<file path="src/rtl/cgr_pkg.sv">
// cgr_pkg: shared CGR parameters, address helpers and histogram FSM states.
// Imported by the address generator and every downstream CGR consumer.
package cgr_pkg;

    localparam int CGR_DATA_LEN = 3;

    typedef enum logic [1:0] {IDLE, CLEAR, DUMP} hist_state_t;

    function automatic int cgr_aw(input int dl);
        return 2 * dl + 2;
    endfunction

    function automatic int cgr_depth(input int dl);
        return 1 << (2 * dl);
    endfunction

    // Packed address is {1'b0, x, 1'b0, y}; the pad bits are dropped.
    function automatic logic [15:0] cgr_idx(input logic [33:0] addr, input int dl);
        logic [33:0] m;
        m = (34'd1 << dl) - 34'd1;
        return 16'((((addr >> (dl + 1)) & m) << dl) | (addr & m));
    endfunction

endpackage

</file>
<file path="src/rtl/cgr_hist_if.sv">
// cgr_hist_if: increment strobe, control pulses and dump stream of the k-mer histogram.
interface cgr_hist_if
    import cgr_pkg::*;
#(
    parameter int DATA_LEN = CGR_DATA_LEN,
    parameter int CNT_W    = 16
);
    logic [cgr_aw(DATA_LEN)-1:0] addr;
    logic                        wen_cgr;
    logic                        clr;
    logic                        dump;
    logic                        busy;
    logic                        dout_valid;
    logic                        dout_ready;
    logic [2*DATA_LEN-1:0]       dout_idx;
    logic [CNT_W-1:0]            dout_cnt;
    logic                        sat;
    logic                        drop;

    modport master (
        output addr, wen_cgr, clr, dump, dout_ready,
        input  busy, dout_valid, dout_idx, dout_cnt, sat, drop
    );

    modport slave (
        input  addr, wen_cgr, clr, dump, dout_ready,
        output busy, dout_valid, dout_idx, dout_cnt, sat, drop
    );
endinterface

</file>
<file path="src/rtl/cgr_hist_out.sv">
// cgr_hist_out: dump output register; walks the read pointer and holds beats under backpressure.
module cgr_hist_out #(
    parameter int IW    = 6,
    parameter int CNT_W = 16
) (
    input  logic             CLK,
    input  logic             RST_N,
    input  logic             active_i,
    input  logic             ready_i,
    input  logic [CNT_W-1:0] rd_data_i,
    output logic [IW-1:0]    rd_ptr_o,
    output logic             valid_o,
    output logic [IW-1:0]    idx_o,
    output logic [CNT_W-1:0] cnt_o,
    output logic             done_o
);
    logic [IW-1:0]    ptr_q, ptr_d, idx_q, idx_d;
    logic [CNT_W-1:0] cnt_q, cnt_d;
    logic             valid_q, valid_d, loaded_q, loaded_d;
    logic             fire, load;

    // loaded_q marks that the last cell is already in the output register.
    always_comb begin
        fire     = valid_q && ready_i;
        load     = active_i && !loaded_q && (!valid_q || fire);
        ptr_d    = !active_i ? '0 : load ? ptr_q + IW'(1) : ptr_q;
        loaded_d = active_i && (loaded_q || (load && &ptr_q));
        valid_d  = active_i && (load || (valid_q && !ready_i));
        idx_d    = load ? ptr_q : idx_q;
        cnt_d    = load ? rd_data_i : cnt_q;
    end

    always_ff @(posedge CLK or negedge RST_N) begin
        if (!RST_N) begin
            ptr_q    <= '0;
            idx_q    <= '0;
            cnt_q    <= '0;
            valid_q  <= 1'b0;
            loaded_q <= 1'b0;
        end else begin
            ptr_q    <= ptr_d;
            idx_q    <= idx_d;
            cnt_q    <= cnt_d;
            valid_q  <= valid_d;
            loaded_q <= loaded_d;
        end
    end

    assign rd_ptr_o = ptr_q;
    assign valid_o  = valid_q;
    assign idx_o    = idx_q;
    assign cnt_o    = cnt_q;
    assign done_o   = fire && loaded_q;
endmodule

</file>
<file path="src/rtl/cgr_hist.sv">
// cgr_hist: saturating per-cell CGR k-mer histogram with clear and streaming dump.
// Define CGR_HIST_TOTAL_EN to add the 32-bit 'total' accepted-increment counter port.
module cgr_hist
    import cgr_pkg::*;
#(
    parameter int DATA_LEN = CGR_DATA_LEN,
    parameter int CNT_W    = 16
) (
    input  logic        CLK,
    input  logic        RST_N,
    cgr_hist_if.slave   bus
`ifdef CGR_HIST_TOTAL_EN
    ,
    output logic [31:0] total
`endif
);
    localparam int IW    = 2 * DATA_LEN;
    localparam int DEPTH = cgr_depth(DATA_LEN);

    hist_state_t      state_q, state_d;
    logic [CNT_W-1:0] mem_q [DEPTH];
    logic [IW-1:0]    s1_idx_q, s1_idx_d, clr_ptr_q, clr_ptr_d, rd_ptr;
    logic             s1_v_q, s1_v_d, sat_q, sat_d, drop_q, drop_d;
    logic             idle, go_clr, go_dump, commit, full, dump_done;

    // Strobes coinciding with clr/dump are not captured; a pending one commits on the dump edge.
    always_comb begin
        idle      = state_q == IDLE;
        go_clr    = idle && bus.clr;
        go_dump   = idle && bus.dump && !bus.clr;
        commit    = idle && s1_v_q && !bus.clr;
        full      = &mem_q[s1_idx_q];
        s1_v_d    = idle && bus.wen_cgr && !bus.clr && !bus.dump;
        s1_idx_d  = s1_v_d ? IW'(cgr_idx(34'(bus.addr), DATA_LEN)) : s1_idx_q;
        clr_ptr_d = state_q == CLEAR ? clr_ptr_q + IW'(1) : '0;
        state_d   = go_clr ? CLEAR
                  : go_dump ? DUMP
                  : ((state_q == CLEAR && &clr_ptr_q) || dump_done) ? IDLE
                  : state_q;
        sat_d     = go_clr ? 1'b0 : sat_q | (commit && full);
        drop_d    = go_clr ? 1'b0 : drop_q | (!idle && bus.wen_cgr);
    end

    always_ff @(posedge CLK or negedge RST_N) begin
        if (!RST_N) begin
            state_q   <= IDLE;
            s1_v_q    <= 1'b0;
            s1_idx_q  <= '0;
            clr_ptr_q <= '0;
            sat_q     <= 1'b0;
            drop_q    <= 1'b0;
        end else begin
            state_q   <= state_d;
            s1_v_q    <= s1_v_d;
            s1_idx_q  <= s1_idx_d;
            clr_ptr_q <= clr_ptr_d;
            sat_q     <= sat_d;
            drop_q    <= drop_d;
        end
    end

    always_ff @(posedge CLK or negedge RST_N) begin
        if (!RST_N) begin
            for (int i = 0; i < DEPTH; i++) mem_q[i] <= '0;
        end else if (state_q == CLEAR) begin
            mem_q[clr_ptr_q] <= '0;
        end else if (commit && !full) begin
            mem_q[s1_idx_q] <= mem_q[s1_idx_q] + CNT_W'(1);
        end
    end

`ifdef CGR_HIST_TOTAL_EN
    logic [31:0] total_q;
    always_ff @(posedge CLK or negedge RST_N) begin
        if (!RST_N) total_q <= '0;
        else total_q <= go_clr ? '0 : commit ? total_q + 32'd1 : total_q;
    end
    assign total = total_q;
`endif

    cgr_hist_out #(.IW(IW), .CNT_W(CNT_W)) u_out (
        .CLK       (CLK),
        .RST_N     (RST_N),
        .active_i  (state_q == DUMP),
        .ready_i   (bus.dout_ready),
        .rd_data_i (mem_q[rd_ptr]),
        .rd_ptr_o  (rd_ptr),
        .valid_o   (bus.dout_valid),
        .idx_o     (bus.dout_idx),
        .cnt_o     (bus.dout_cnt),
        .done_o    (dump_done)
    );

    assign bus.busy = !idle;
    assign bus.sat  = sat_q;
    assign bus.drop = drop_q;
endmodule
</file>
<file path="src/flat_wrapper.sv">
// flat-port wrapper written by rule: the top's interface ports become plain ports
module cgr_hist_flat import cgr_pkg::*;
#(
    parameter int DATA_LEN = CGR_DATA_LEN,
    parameter int CNT_W    = 16
)
  (CLK, RST_N, bus_addr, bus_wen_cgr, bus_clr, bus_dump, bus_dout_ready, bus_busy, bus_dout_valid, bus_dout_idx, bus_dout_cnt, bus_sat, bus_drop);
  cgr_hist_if #(.DATA_LEN(DATA_LEN), .CNT_W(CNT_W)) bus_i ();
  input  logic CLK;
  input  logic RST_N;
  input wire logic [$bits(bus_i.addr)-1:0] bus_addr;
  input wire logic [$bits(bus_i.wen_cgr)-1:0] bus_wen_cgr;
  input wire logic [$bits(bus_i.clr)-1:0] bus_clr;
  input wire logic [$bits(bus_i.dump)-1:0] bus_dump;
  input wire logic [$bits(bus_i.dout_ready)-1:0] bus_dout_ready;
  output wire logic [$bits(bus_i.busy)-1:0] bus_busy;
  output wire logic [$bits(bus_i.dout_valid)-1:0] bus_dout_valid;
  output wire logic [$bits(bus_i.dout_idx)-1:0] bus_dout_idx;
  output wire logic [$bits(bus_i.dout_cnt)-1:0] bus_dout_cnt;
  output wire logic [$bits(bus_i.sat)-1:0] bus_sat;
  output wire logic [$bits(bus_i.drop)-1:0] bus_drop;
  assign bus_i.addr = bus_addr;
  assign bus_i.wen_cgr = bus_wen_cgr;
  assign bus_i.clr = bus_clr;
  assign bus_i.dump = bus_dump;
  assign bus_i.dout_ready = bus_dout_ready;
  assign bus_busy = bus_i.busy;
  assign bus_dout_valid = bus_i.dout_valid;
  assign bus_dout_idx = bus_i.dout_idx;
  assign bus_dout_cnt = bus_i.dout_cnt;
  assign bus_sat = bus_i.sat;
  assign bus_drop = bus_i.drop;
  cgr_hist #(.DATA_LEN(DATA_LEN), .CNT_W(CNT_W)) u_core (.CLK(CLK), .RST_N(RST_N), .bus(bus_i));
endmodule
</file>
<file path="config.mk">
export PLATFORM = sky130hd
export DESIGN_NAME = cgr_hist_flat
export DESIGN_NICKNAME = d
export VERILOG_FILES = /design/src/rtl/cgr_pkg.sv /design/src/rtl/cgr_hist_if.sv /design/src/rtl/cgr_hist_out.sv /design/src/rtl/cgr_hist.sv /design/src/flat_wrapper.sv
export SDC_FILE = /design/constraint.sdc
export NUM_CORES = 2
export LEC_CHECK = 0
export BUFFER_PORTS_ARGS = -buffer_cell sky130_fd_sc_hd__buf_4
export CAP_MARGIN = 40
export CORE_MARGIN = 5
export CORE_UTILIZATION = 58
export DETAILED_ROUTE_END_ITERATION = 12
export PLACE_DENSITY = 0.75
export SLEW_MARGIN = 25
export SYNTH_ARGS = -nofsm -noshare
export SYNTH_HDL_FRONTEND = slang
export SYNTH_SLANG_ARGS = --single-unit
</file>
<file path="constraint.sdc">
create_clock -name CLK -period 4.6 [get_ports CLK]
set_clock_uncertainty 0.2 [all_clocks]
set_input_delay 0.23 -clock CLK [delete_from_list [all_inputs] [get_ports CLK]]
set_output_delay 0.23 -clock CLK [all_outputs]
set_load 0.02 [all_outputs]
</file>
### Word-level counts from Yosys, hierarchy flattened

Index checks and enable logic that the tools add are counted.
Widths: inputs -> output; s select.

* input bits: 14
* logic and storage cells: 154
* output and inout bits: 26
* bits in registers: 1071

* $lt $le $gt $ge: 5
* muxes and demuxes: 21
* equality and inequality tests: 3
* reduce and logical (&&, ||, !) cells: 39
* bitwise gates (word level): 8
* add/sub/neg operators: 3

Operator list (number)
* $mux 1024: 2
* $and 1024x1024->1024: 1
* $bwmux 1024: 1
* $not 1024->1024: 1
* $bmux 16 s6: 2
* $demux 16 s6: 2
* $mux 16: 6
* $logic_and 1x1->1: 22
* $ge 7x7->1 const B: 3
* $not 6->7: 3
* $mux 6: 3
* $add 16x1->16 const B: 1
* $reduce_and 16->1: 1
* $lt 7x1->1 const B: 2
* $add 6x1->6 const B: 2
* $reduce_and 6->1: 2
* $logic_not 1->1: 7
* $mux 2: 3
* $or 6x3->6: 1
* $logic_or 1x1->1: 4
* $reduce_bool 3->1: 1
* $eq 2x1->1 const B: 1
* $eq 2x2->1 const B: 1
* $logic_not 2->1: 1
* other kinds (4): 6

### Depth between registers and ports, before layout

* depth after elaboration: 9
* depth in mapped cells: 23
* depth with buffers taken out: 12

### Modules after synthesis

From an unflattened synthesis, not the netlist that was laid out.

* cell total of the unflattened synthesis: 5271
* area, all modules: 58937.8 sq um

By module, submodules not included
* cgr_hist: times used 1, area an instance 57694.1 sq um, sequential area each 26050.0 sq um, cells an instance 5182
* cgr_hist_out: times used 1, area an instance 1243.7 sq um, sequential area each 750.7 sq um, cells an instance 89

### Least setup slack after synthesis

No wires, ideal clock.

* path kind: register to register
* start: register u_core.s1_idx_q[2]
* end: register u_core.mem_q[341] (netlist name)
* required time: 4.321 ns
* path buffers: 11
* arrival: 4.294 ns
* setup slack: 0.027 ns
* library setup time: 0.079 ns
* clock period less this slack: 4.573 ns
* cell stages (with the launch flop): 24
* path through: dfrtp_1 > buf_4 > buf_6 > buf_6 > buf_6 > buf_6 > buf_2 > mux2i_1 > a22oi_1 > nand3_1 > o2111ai_1 > nor4_1 > inv_1 > clkbuf_1 > clkbuf_1 > ha_1 > o41ai_2 > nor4_4 > nand4_4 > buf_6 > buf_6 > nand2_2 > buf_4 > mux2i_1

* word-level cells in the longest chain between the ends: 8
* elaborated cells between the ends (all ways): 17
* those cells by class: 1 x add/sub; 2 x order compare; 8 x mux; 1 x bitwise; 5 x reduce/logical

RTL lines
* start, declared: RTL line cgr_hist.sv:22 `logic [IW-1:0] s1_idx_q, s1_idx_d, clr_ptr_q, clr_ptr_d, rd_ptr;`
* start signal, assigned: RTL line cgr_hist.sv:55 `s1_idx_q <= s1_idx_d;`
* $not 6->7 (implied by the code) (*): RTL line cgr_hist.sv:32, cgr_hist.sv:68
* $bmux 16 s6 (tied with other cells): RTL line cgr_hist.sv:32, cgr_hist.sv:68
* $mux 16 (implied by the code) or $logic_and 1x1->1 (tied branches): RTL line cgr_hist.sv:32, cgr_hist.sv:68
* $mux 16 (on tied branches): RTL line cgr_hist.sv:32, cgr_hist.sv:68
* $add 16x1->16 (tied with other cells): RTL line cgr_hist.sv:68 `mem_q[s1_idx_q] <= mem_q[s1_idx_q] + CNT_W'(1);`
* $bwmux 1024 or $logic_not 1->1 (tied branches): RTL line cgr_hist.sv:68, cgr_hist.sv:67
* $mux 1024 or $logic_and 1x1->1 (tied branches): RTL line cgr_hist.sv:67 `end else if (commit && !full) begin`
* $mux 1024 or $reduce_bool 2->1 (tied branches)
* end signal, assigned by index: RTL line cgr_hist.sv:68
* end, declared: RTL line cgr_hist.sv:21 `logic [CNT_W-1:0] mem_q [DEPTH];`

Every way passes the cells marked *; elsewhere a longest branch is shown, timed or not. The select of a mux whose other input is x is not followed.
A chain may end at the register's enable or synchronous reset.

### Final worst setup path

* start: register u_core.s1_idx_q[0]
* end: register u_core.mem_q[850] (netlist name)

The elaborated chain is that of the path after synthesis.

==> summary.md <==
| Metric | Value |
|---|---|
| Core Box Area | `107000 sq um` |
| Number of core rows | `120` |
| Final Critical Period | `4.61 ns` |
| Post-Place Worst Slack | `-0.122 ns` |
| H-tree depth | `3` |
| Starting utilization of the core area | `0.582` |
| Pins Over Slew Limit | `0` |
| Most frequent cell after synthesis | `sky130_fd_sc_hd__mux2i_1` |
| Total wire length | `246000 um` |
| Hold Violations, Final | `0` |
| Final setup slack of the worst path | `-0.00893 ns` |
| Cell taking the most area after synthesis | `sky130_fd_sc_hd__dfrtp_1` |
| Clock Path Buffers | `3` |
| Number of enable flip-flop cells after synthesis | `0` |
| TritonCTS Buffers | `113` |
| Standard cell with the maximum stage delay on the critical path | `sky130_fd_sc_hd__mux4_2` |
| Nature of the critical path startpoint | `flip-flop` |
| Commonest register cell after synthesis | `sky130_fd_sc_hd__dfrtp_1` |
| HPWL after detailed placement | `roughly 160000 um` |
| Post-layout utilization of the core | `0.674` |
| Biggest area contributors in the synthesized netlist | `sky130_fd_sc_hd__dfrtp_1 43%, sky130_fd_sc_hd__mux2i_1 20%, sky130_fd_sc_hd__mux4_2 15%` |
| Largest net degree at the start of global routing | `134` |
| Cell seen most often among critical-path stages | `sky130_fd_sc_hd__buf_4` |
| Mean cell area of the mapped netlist | `12.0 sq um` |
| Commonest cells in the synthesized netlist | `1210 x sky130_fd_sc_hd__mux2i_1, 1106 x sky130_fd_sc_hd__nand2_1, 1071 x sky130_fd_sc_hd__dfrtp_1` |
| Synth Instances | `5155` |
| Clock latency on the worst-skew pair | `0.74 ns` |
| Count of distinct cell types in the synthesized netlist | `92` |
| Average via count per standard cell | `between 7 and 8` |
| Net count of the finished layout | `5332` |
| Crit path capture type | `flip-flop` |
| Worst min path class | `in2reg` |
| Sequential-to-total area share from yosys stat | `0.432` |
| Total placed cells including tap cells | `6562` |
| Wire length of the first global-routing pass | `354000 um` |
| Peak VDD IR | `0.00113 V` |
| Chip width | `337 um` |
| Drt initial violations | `8243` |
| Post-layout power | `between 40000 and 50000 uW` |
| Number of max-cap violations | `0` |
| Nets in the synthesized netlist | `5172` |
| Final weighted congestion in routability-driven placement | `1.04` |
| Portion of the clock cycle consumed by the worst path in the final layout | `1.00` |
| Hold slack final | `0.0791 ns` |
| Detailed-route wire length per cell | `roughly 36 um` |
| Ys async rst share | `1.00` |
| Data arrival time of the critical path | `5.05 ns` |
| Maximum frequency from static timing analysis | `0.217 GHz` |
| Leakage power | `about 0.035 uW` |
| Post-route DRC | `0` |
| Cell at the root of the clock tree | `sky130_fd_sc_hd__clkbuf_16` |
| CTS Sinks | `1071` |
| Worst slew margin relative to its limit | `0.373` |
| Run status | `finished with violations` |
| Flops & latches, synth | `1071` |
| Clock-pin slew on the worst setup and hold paths | `around 0.060 ns` |
| Critical path, cell by cell | `buf_12 > buf_6 > buf_4 > mux4_2 > mux2i_1 > buf_4 > o22a_1 > o21ai_0 > nor4_4 > nor4_4 > nand4_4 > buf_12 > nor3b_4 > buf_4 > mux2i_1` |
| Transition time at the pin with the least slew margin | `0.941 ns` |
| Drt first pass iters | `9` |
| Clock tree from TritonCTS | `yes` |
| Gr usage total | `0.430` |
| Biggest fanout along the worst timing path | `20` |
| Relative area change from synthesis to final layout | `15.8%` |
| Delay of the slowest critical-path stage | `0.52 ns` |
| Ys Warns | `0` |
| Violations in the final reports | `setup timing` |
| Number of top-level design ports | `40` |
| Vertical die dimension | `337 um` |
| Pwr/cell area | `608 nW/um^2` |
| Layout cells sized above 1 | `0.250` |
| Share of the synthesized area in the top cell type | `0.432` |
| Final setup violating endpoints | `5` |
| Syn Std Cell Area | `62100 sq um` |
| Remaining antenna violation count after routing | `0` |
| Number of input and output port buffers inserted | `37` |
| Non-filler cells, final | `6829` |
| Via count of the first global-routing pass | `49500` |
| Number of antenna violations at the first check in global routing | `25` |
| Total congestion overflow after global routing | `0` |
| Area of the die | `114000 sq um` |
| Vias | `49900` |
| Required @ worst endpoint | `approximately 5.0 ns` |
| Worst setup path category | `reg2reg` |
## cells by family after synthesis
| family | synth area share |
|---|---|
| fa+ha+maj | 0.000604 |
| buf+inv | 0.0447 |
| mux | 0.360 |
| simple gates | 0.108 |
| compound gates | 0.0513 |
| flops | 0.432 |
| xor+xnor | 0.00385 |
## per-layer routing
metal	track usage	vias to the layer above	part of all wire
met2	0.607	4179	0.42
li1	-	19300	-
met5	0	-	0.00067
met4	0.292	18	0.089
met1	0.553	25300	0.35
met3	0.164	1089	0.14
## cell type report
class	count	area (sq um)
Fill cell	7566	34800
Multi-Input combinational cell	3577	32900
Sequential cell	1071	26800
Timing Repair Buffer	543	6450
Clock buffer	162	3330
Tap cell	1403	1760
Clock inverter	51	558
Inverter	9	38.8
Antenna cell	13	32.5
## repair_timing
item | in CTS | in global routing
hold endpoints to repair | 283 | 0
resized for setup | 3 | 17
buffers inserted | 0 | 15
hold buffers | 16 | 0
pin swaps | 0 | 4
endpoints found under the setup margin | 183 | 838
gates cloned | 0 | 2
## final timing paths
check / cells past startpoint / slack, ns / start / end
max: 15 / -0.009 / u_core.s1_idx_q[0] / u_core.mem_q[850]
min: 4 / 0.08 / bus_addr[0] / u_core.s1_idx_q[0]
max reg2reg: 15 / -0.009 / u_core.s1_idx_q[0] / u_core.mem_q[850]
min reg2reg: 1 / 0.31 / u_core.u_out.idx_o[3] / u_core.u_out.idx_o[3]
max in group asynchronous: 4 / 2.10 / RST_N / u_core.mem_q[818]
min in group asynchronous: 3 / 0.52 / RST_N / u_core.mem_q[311]
## critical path: cells and delay by family (launching register included)
family                 cells  cell delay, ns
buffers and inverters      6            1.45
AO/OA/AOI/OAI              2            0.50
flip-flops                 1            0.44
multiplexers               3            0.91
AND/OR/NAND/NOR            4            0.97
## state kept, by name, summed over array words and instances (netlist names)
| register | count |
|---|---|
| u_core.u_out.rd_ptr_o | 6 |
| u_core.clr_ptr_q | 6 |
| u_core.u_out.valid_o | 1 |
| u_core.u_out.loaded_q | 1 |
| u_core.u_out.idx_o | 6 |
| u_core.s1_idx_q | 6 |
| u_core.bus.sat | 1 |
| u_core.s1_v_q | 1 |
| u_core.bus.drop | 1 |
| u_core.u_out.cnt_o | 16 |
| u_core.mem_q | 1024 |
| u_core.state_q | 2 |
## metrics by stage
step | setup TNS, ns | area [sq um]
global route | -0.127 | 71900
finish | -0.0236 | 71900
global placement | -1.62 | 67200
floorplan | 0 | 62100
detailed placement | -3.03 | 67400
CTS | 0 | 71500
## cells in the final DEF, fill, tap and decap left out, types with 12 or more instances in the layout
cell                            synthesis  routed
sky130_fd_sc_hd__o22ai_1               52      52
sky130_fd_sc_hd__clkinv_2               0      31
sky130_fd_sc_hd__nor2b_1               19      12
sky130_fd_sc_hd__clkbuf_8               0      30
sky130_fd_sc_hd__nand4_4               26      26
sky130_fd_sc_hd__clkbuf_1             237      18
sky130_fd_sc_hd__a211oi_1              16      16
sky130_fd_sc_hd__and3_1                12      12
sky130_fd_sc_hd__a22oi_1               59      59
sky130_fd_sc_hd__o21ai_0               60      60
sky130_fd_sc_hd__mux4_2               413     413
sky130_fd_sc_hd__a21oi_1               51      50
sky130_fd_sc_hd__a221oi_1              47      47
sky130_fd_sc_hd__mux2_2                73      73
sky130_fd_sc_hd__mux2i_1             1210    1208
sky130_fd_sc_hd__clkbuf_16              0     116
sky130_fd_sc_hd__nand3_4               15      15
sky130_fd_sc_hd__a221o_1               31      31
sky130_fd_sc_hd__nor3b_2                1      12
sky130_fd_sc_hd__nor2_1                58      52
sky130_fd_sc_hd__dlygate4sd3_1          0      16
sky130_fd_sc_hd__nand3b_1              12      12
sky130_fd_sc_hd__nand2_1             1106    1106
sky130_fd_sc_hd__diode_2                0      13
sky130_fd_sc_hd__buf_12                 1     167
sky130_fd_sc_hd__nand3_1               43      43
sky130_fd_sc_hd__a22o_1                24      24
sky130_fd_sc_hd__buf_8                  4      16
sky130_fd_sc_hd__dfrtp_1             1071    1061
sky130_fd_sc_hd__o2bb2ai_1             16      16
sky130_fd_sc_hd__buf_4                 67     324
## power breakdown
group          switching (uW)  total, uW  internal [uW]
clock                    4100       9690           5590
sequential                396      10200           9770
combinational           15800      23800           8070
total                   20300      43700          23400
Note: power is estimated with default switching activity, not from simulation.
